--- src/rtl/peripheral_bfm_master_generic_bb.sv ---
// Command-driven AXI master BFM: one read/write INCR burst per command, results on the rsp port.
// Optional watchdog abort enabled by defining PERIPHERAL_BFM_MASTER_TIMEOUT_EN.
module peripheral_bfm_master_generic_bb #(
    parameter int unsigned TIMEOUT = 256
) (
    input  logic        aclk,
    input  logic        areset,
    input  logic        cmd_valid,
    output logic        cmd_ready,
    input  logic        cmd_write,
    input  logic [3:0]  cmd_id,
    input  logic [31:0] cmd_addr,
    input  logic [3:0]  cmd_len,
    input  logic [31:0] cmd_data,
    input  logic [3:0]  cmd_strb,
    output logic        rsp_valid,
    output logic [31:0] rsp_data,
    output logic [1:0]  rsp_resp,
    output logic        rsp_last,
    output logic [3:0]  awid,
    output logic [31:0] awadr,
    output logic [3:0]  awlen,
    output logic [2:0]  awsize,
    output logic [1:0]  abburst,
    output logic [1:0]  awlock,
    output logic [3:0]  awcache,
    output logic [2:0]  awprot,
    output logic        awvalid,
    input  logic        awready,
    output logic [3:0]  wid,
    output logic [31:0] wrdata,
    output logic [3:0]  wstrb,
    output logic        wlast,
    output logic        wvalid,
    input  logic        wready,
    input  logic [3:0]  bid,
    input  logic [1:0]  bresp,
    input  logic        bvalid,
    output logic        bready,
    output logic [3:0]  arid,
    output logic [31:0] araddr,
    output logic [3:0]  arlen,
    output logic [2:0]  arsize,
    output logic [1:0]  arlock,
    output logic [3:0]  arcache,
    output logic [2:0]  arprot,
    output logic        arvalid,
    input  logic        arready,
    input  logic [3:0]  rid,
    input  logic [31:0] rdata,
    input  logic [1:0]  rresp,
    input  logic        rlast,
    input  logic        rvalid,
    output logic        rready
);

    typedef enum logic [2:0] {IDLE, WADDR, WDATA, WRESP, RADDR, RDATA} state_t;

    state_t      state_q;
    logic        cmd_ready_q, awvalid_q, wvalid_q, wlast_q, bready_q, arvalid_q, rready_q;
    logic        rsp_valid_q, rsp_last_q;
    logic [1:0]  rsp_resp_q, burst_q;
    logic [2:0]  size_q;
    logic [3:0]  id_q, len_q, strb_q, beat_q;
    logic [31:0] addr_q, data_q, wrdata_q, rsp_data_q;
    logic        timeout;

`ifdef PERIPHERAL_BFM_MASTER_TIMEOUT_EN
    logic [15:0] wdog_q;
    logic        hs;

    // Any handshake, or sitting in IDLE (which covers state entry from IDLE), restarts the watchdog.
    assign hs = (awvalid_q & awready) | (wvalid_q & wready) | (bready_q & bvalid)
              | (arvalid_q & arready) | (rready_q & rvalid);

    always_ff @(posedge aclk) begin
        if (areset || state_q == IDLE || hs) begin
            wdog_q <= '0;
        end else begin
            wdog_q <= wdog_q + 16'd1;
        end
    end

    assign timeout = (state_q != IDLE) && (wdog_q == 16'(TIMEOUT - 1));
`else
    logic unused_timeout;
    assign timeout        = 1'b0;
    assign unused_timeout = ^32'(TIMEOUT);
`endif

    logic unused_inputs;
    assign unused_inputs = ^{bid, rid, rlast, cmd_addr[1:0]};

    always_ff @(posedge aclk) begin
        if (areset) begin
            state_q     <= IDLE;
            cmd_ready_q <= 1'b0;
            awvalid_q   <= 1'b0;
            wvalid_q    <= 1'b0;
            wlast_q     <= 1'b0;
            bready_q    <= 1'b0;
            arvalid_q   <= 1'b0;
            rready_q    <= 1'b0;
            rsp_valid_q <= 1'b0;
            rsp_last_q  <= 1'b0;
            rsp_resp_q  <= '0;
            rsp_data_q  <= '0;
            burst_q     <= '0;
            size_q      <= '0;
            id_q        <= '0;
            len_q       <= '0;
            strb_q      <= '0;
            beat_q      <= '0;
            addr_q      <= '0;
            data_q      <= '0;
            wrdata_q    <= '0;
        end else begin
            rsp_valid_q <= 1'b0;
            rsp_last_q  <= 1'b0;
            if (timeout) begin
                awvalid_q   <= 1'b0;
                wvalid_q    <= 1'b0;
                wlast_q     <= 1'b0;
                bready_q    <= 1'b0;
                arvalid_q   <= 1'b0;
                rready_q    <= 1'b0;
                rsp_valid_q <= 1'b1;
                rsp_resp_q  <= 2'b11;
                rsp_last_q  <= 1'b1;
                rsp_data_q  <= '0;
                state_q     <= IDLE;
            end else begin
                case (state_q)
                    IDLE: begin
                        if (cmd_valid && cmd_ready_q) begin
                            cmd_ready_q <= 1'b0;
                            id_q        <= cmd_id;
                            addr_q      <= {cmd_addr[31:2], 2'b00};
                            len_q       <= cmd_len;
                            size_q      <= 3'b010;
                            burst_q     <= 2'b01;
                            strb_q      <= cmd_strb;
                            data_q      <= cmd_data;
                            beat_q      <= '0;
                            if (cmd_write) begin
                                awvalid_q <= 1'b1;
                                state_q   <= WADDR;
                            end else begin
                                arvalid_q <= 1'b1;
                                state_q   <= RADDR;
                            end
                        end else begin
                            cmd_ready_q <= 1'b1;
                        end
                    end
                    WADDR: if (awready) begin
                        awvalid_q <= 1'b0;
                        wvalid_q  <= 1'b1;
                        wrdata_q  <= data_q;
                        wlast_q   <= (len_q == 4'd0);
                        state_q   <= WDATA;
                    end
                    WDATA: if (wready) begin
                        if (beat_q == len_q) begin
                            wvalid_q <= 1'b0;
                            wlast_q  <= 1'b0;
                            bready_q <= 1'b1;
                            state_q  <= WRESP;
                        end else begin
                            beat_q   <= beat_q + 4'd1;
                            wrdata_q <= data_q + 32'(beat_q) + 32'd1;
                            wlast_q  <= (beat_q + 4'd1 == len_q);
                        end
                    end
                    WRESP: if (bvalid) begin
                        bready_q    <= 1'b0;
                        rsp_valid_q <= 1'b1;
                        rsp_resp_q  <= bresp;
                        rsp_last_q  <= 1'b1;
                        rsp_data_q  <= '0;
                        state_q     <= IDLE;
                    end
                    RADDR: if (arready) begin
                        arvalid_q <= 1'b0;
                        rready_q  <= 1'b1;
                        state_q   <= RDATA;
                    end
                    // Burst length is tracked by beat count; rlast from the slave is not trusted.
                    RDATA: if (rvalid) begin
                        rsp_valid_q <= 1'b1;
                        rsp_data_q  <= rdata;
                        rsp_resp_q  <= rresp;
                        rsp_last_q  <= (beat_q == len_q);
                        if (beat_q == len_q) begin
                            rready_q <= 1'b0;
                            state_q  <= IDLE;
                        end else begin
                            beat_q <= beat_q + 4'd1;
                        end
                    end
                    default: state_q <= IDLE;
                endcase
            end
        end
    end

    assign cmd_ready = cmd_ready_q;
    assign rsp_valid = rsp_valid_q;
    assign rsp_data  = rsp_data_q;
    assign rsp_resp  = rsp_resp_q;
    assign rsp_last  = rsp_last_q;
    assign awid      = id_q;
    assign awadr     = addr_q;
    assign awlen     = len_q;
    assign awsize    = size_q;
    assign abburst   = burst_q;
    assign awlock    = '0;
    assign awcache   = '0;
    assign awprot    = '0;
    assign awvalid   = awvalid_q;
    assign wid       = id_q;
    assign wrdata    = wrdata_q;
    assign wstrb     = strb_q;
    assign wlast     = wlast_q;
    assign wvalid    = wvalid_q;
    assign bready    = bready_q;
    assign arid      = id_q;
    assign araddr    = addr_q;
    assign arlen     = len_q;
    assign arsize    = size_q;
    assign arlock    = '0;
    assign arcache   = '0;
    assign arprot    = '0;
    assign arvalid   = arvalid_q;
    assign rready    = rready_q;

endmodule

--- config.mk ---
export PLATFORM = sky130hd
export DESIGN_NAME = peripheral_bfm_master_generic_bb
export DESIGN_NICKNAME = d
export VERILOG_FILES = /design/src/rtl/peripheral_bfm_master_generic_bb.sv
export SDC_FILE = /design/constraint.sdc
export NUM_CORES = 1
export LEC_CHECK = 0
export CORE_MARGIN = 5
export CORE_UTILIZATION = 42
export CTS_CLUSTER_DIAMETER = 100
export DETAILED_ROUTE_END_ITERATION = 8
export GPL_ROUTABILITY_DRIVEN = 0
export PLACE_DENSITY = 0.81
export SETUP_SLACK_MARGIN = 0.1
export SLEW_MARGIN = 30
export SYNTH_ARGS = -nofsm -noshare
export SYNTH_HDL_FRONTEND = slang
export SYNTH_SLANG_ARGS = --single-unit
--- constraint.sdc ---
create_clock -name aclk -period 3.03 [get_ports aclk]
set_input_delay 0.7575 -clock aclk [delete_from_list [all_inputs] [get_ports aclk]]
set_output_delay 0.7575 -clock aclk [all_outputs]
set_load 0.05 [all_outputs]
==> impl_summary.md <==
Run status
The flow ran to the end, and the final reports show no timing, DRC or antenna violations.

Pwr
The worst vdd rail ir drop is 467 uV. The combinational fraction of design power is between 40 and 50%. The share of power burned in registers is just over 30%. The switching component of the power is about 0.0037 W. The share of power burned in the clock network is around 27%.

Dividing total power by cell area gives a power density of 859 nW/um^2. In this run the static leakage power is between 3 and 4 nW. Power comes to slightly below 0.009 W. The total internal power is around 0.0052 W. Net switching is roughly two fifths of the power.

Worst setup path
The largest incremental delay on the critical path is just under 0.9 ns. The cell family with the largest share of critical-path delay is buffers and inverters. Data on the critical path is required at its endpoint by between 2 and 2.5 ns.

STA classifies the critical path endpoint as an output port. The launch point of the worst path is arlen[2]$_SDFFE_PP0P_. The cell with the biggest individual delay on the critical path is sky130_fd_sc_hd__clkdlybuf4s50_1. The critical path goes through clkdlybuf4s50_1. STA puts the critical path data arrival time at ~1.8 ns. In this run the number of cells on the critical path is 1. The largest fanout on the critical path is 5.

Together, buffers and inverters on the worst path number 1. The kind of start point of the critical path is a flip-flop. The startpoint-to-endpoint class of the critical path is flip-flop to output port. The startpoint of the most critical register-to-register path is state_q[0]$_SDFFE_PP0P_.

For the worst flop-to-flop path, the logic depth is 6.

Route
In the routed design, unresolved DRC markers number 0. In this run, the number of DRC markers left after iteration 0 of detailed routing was 485. The post-detailed-route wirelength per cell is approximately 16 microns. The first detailed-routing pass took 5 iterations. In this run the remaining antenna-violating nets after routing total 0.

In the routed layout, each cell is associated on average with a via count of 5.14. The routed design has roughly 22000 microns of wire. The final route contains 6845 vias.

GRT
The pin count of the biggest net entering global routing is 67. The number of antenna violations at the first check in global routing was 1. Global routing used around a fifth of the available tracks across all layers.

The via count of the first global-routing pass was roughly 6700. The wire length of the first global-routing pass is between 30000 and 40000 microns. The remaining global-route overflow is 0.

Worst hold path
The startpoint of the tightest hold check path is rsp_data[26]$_SDFFE_PP0P_. The worst hold-check path type is flip-flop to flip-flop. Counting instances, the worst hold path has a depth of 2.

Yosys
The predominant post-synthesis flop cell is sky130_fd_sc_hd__dfxtp_1. The synthesized area divided by synthesized cell count is about 8 sq um. Counting flops and latches in the post-synthesis netlist gives 157.

The largest area contributor in the netlist is sky130_fd_sc_hd__dfxtp_1. Counting distinct cell types in the post-synthesis netlist gives 56. The area share of the largest cell type after synthesis is between 40% and 50%. The sequential cell area fraction in the yosys report is approximately 44%. The post-synthesis async set-or-reset flop share is 0%. The number of synthesized flops with an enable pin is 0. The area of the mapped netlist is 7100 sq um. The post-synthesis instance total is slightly below 900. Yosys attributes the largest share of cell area to sky130_fd_sc_hd__dfxtp_1, sky130_fd_sc_hd__nand2_1, sky130_fd_sc_hd__a21oi_1.

The Yosys step of the flow raised 0 warnings.

STA
After layout, the worst path uses between 80% and 90% of the clock period. The top achievable clock speed is between 300 and 400 MHz. Summed over all failing endpoints, the final setup total negative slack is 0 ns.

The number of slew-limit violations in the final report is 0. For the pin with the worst max-slew slack, the measured transition is roughly 0.7 ns. The number of hold-slack violations in the final timing report is 0.

The final clock skew is 0.00680 ns. The final worst hold slack is roughly 0.45 ns. Setup repair after global routing left no endpoint under its margin. Measured against its own limit, the worst slew margin works out to 53.5%. The post-layout minimum cycle time is about 2.6 ns. Setup violations remaining at the end of the flow were counted as 0.

Clock tree
The number of clock sinks is between 150 and 200. After clock tree synthesis, the setup repair step added 0 buffers. In this run, post-CTS repair resized a total of 0 instances.

Clock latency on the worst-skew pair, taken at its later pin, is 0.42 ns. The clock-pin slew on the worst setup and hold paths is ~0.060 ns. The number of buffers between clock root and the deepest sink is 2. The clock tree synthesis step divided the H-tree into 4 levels. The number of clock buffers inserted by TritonCTS is 17. The number of buffers inserted by hold repair at cts is 0. The clock tree from TritonCTS is built.

Clock tree synthesis selected as its root buffer the cell sky130_fd_sc_hd__clkbuf_16.

Placement
The cell count after placement is 1299. The detailed placement HPWL is 15600 microns. The number of buffers added on ports is 280.

Floorplan
The placeable core area is approximately 17000 sq um. The area of the die is between 15000 and 20000 sq um. The number of top-level design ports is about 320. For this configuration, the core starts out at a cell density of 42.8%. The standard-cell row count is 47. The die is approximately 140 microns tall. In this run the horizontal extent of the chip is 140 microns.

Final layout
Relative to the synthesized area, the layout overhead comes to 45.8%. The final core utilization is 62.5%. The number of standard cells in the layout, taps in and fillers out is 1331. In the final layout, the share of cells above drive strength 1 is between 5 and 6%.

0 antenna diodes ended up in the layout. The number of nets in the layout is about 1200. Counting the fill cells in the layout gives 1427.

Job
The max capacitance violation total is 0.
-- sequential cells by signal, summed over array words and instances (netlist names) --
register,cells
data_q,32
rsp_data,32
wrdata,32
araddr,30
arid,4
arlen,4
beat_q,4
wstrb,4
state_q,3
rsp_resp,2
arsize,1
arvalid,1
awvalid,1
bready,1
cmd_ready,1
rready,1
rsp_last,1
rsp_valid,1
wlast,1
wvalid,1
-- metrics by stage --
stage	instance area, sq um	setup slack, ns
after floorplan	7200	0.832
after global placement	9690	0.389
after detailed placement	9690	0.362
after CTS	10400	0.417
after global routing	10400	0.375
final	10400	0.442
-- layout by cell type (no fill, tap or decap), drive strengths merged, types with 5 or more instances in the layout --
master,Yosys,layout
xor2,11,11
xnor2,16,16
ha,5,5
dfxtp,157,157
o211ai,8,8
a21oi,117,117
nand4,10,10
bufinv,0,5
a211oi,25,25
clkdlybuf4s50,0,279
buf,77,18
o21ai,19,19
nor3b,7,7
nand2,200,200
nor3,9,9
a311oi,8,8
or3,7,7
inv,11,13
clkbuf,53,19
nor2,49,49
nand3,39,39
and3,6,6
nor4,5,5
conb,1,27
-- power by group through the flow --
stage               combinational, W  clock (W)  sequential [W]
finish                       0.00379    0.00239         0.00272
CTS                          0.00380    0.00242         0.00272
global placement             0.00374          0         0.00275
detailed placement           0.00378          0         0.00276
floorplan                    0.00182          0         0.00359
global route                 0.00403    0.00251         0.00277
-- worst paths after layout --
check	slack, ns	endpoint
setup / recovery	0.44	arlen[2]
hold / removal	0.45	rsp_data[26]$_SDFFE_PP0P_
setup reg to reg	0.61	wrdata[30]$_SDFFE_PP0P_
hold reg to reg	0.45	rsp_data[26]$_SDFFE_PP0P_
-- cells in the mapped netlist (all sizes together) (2+ instances only) --
cell,n
and4,3
o211ai,8
nor4,5
o31a,3
nand2,200
o2111ai,4
a21oi,117
clkbuf,53
inv,11
o21a,4
xnor2,16
nand4,10
nor3b,7
a211oi,25
and3,6
and2,3
buf,77
nand3b,2
a31oi,2
or3,7
nor3,9
xor2,11
nand3,39
mux2i,2
ha,5
a311oi,8
mux2,2
o211a,2
o21ai,19
dfxtp,157
nor2,49
a22oi,2
a22o,3
-- per-layer routing --
metal	track usage, %	share of wire [%]	vias up
li1	-	-	3372
met1	25.7	41	3189
met2	36.1	49	239
met3	6.03	6.8	43
met4	7.96	2.7	2
met5	0	0.092	-
-- final cells by class --
cell class | count | area (sq um) | share of cell area, %
inverter | 11 | 41.3 | 0.399
tap | 220 | 275 | 2.66
clock inverter | 13 | 211 | 2.04
clock buffer | 19 | 453 | 4.37
sequential | 157 | 3140 | 30.3
timing repair buffer | 297 | 2970 | 28.6
multi-input combinational | 614 | 3270 | 31.6
-- cells by family after synthesis --
kind of cell / share of synthesized area (%)
and+or+nand+nor: 21.9
AOI/OAI and AO/OA: 17.2
DFF: 44.2
buffers and inverters: 11.5
xor gates and xnor gates: 3.33
adders and majority gates: 1.16
muxes: 0.599
other: 0.0528
Note: power is estimated with default switching activity, not from simulation.
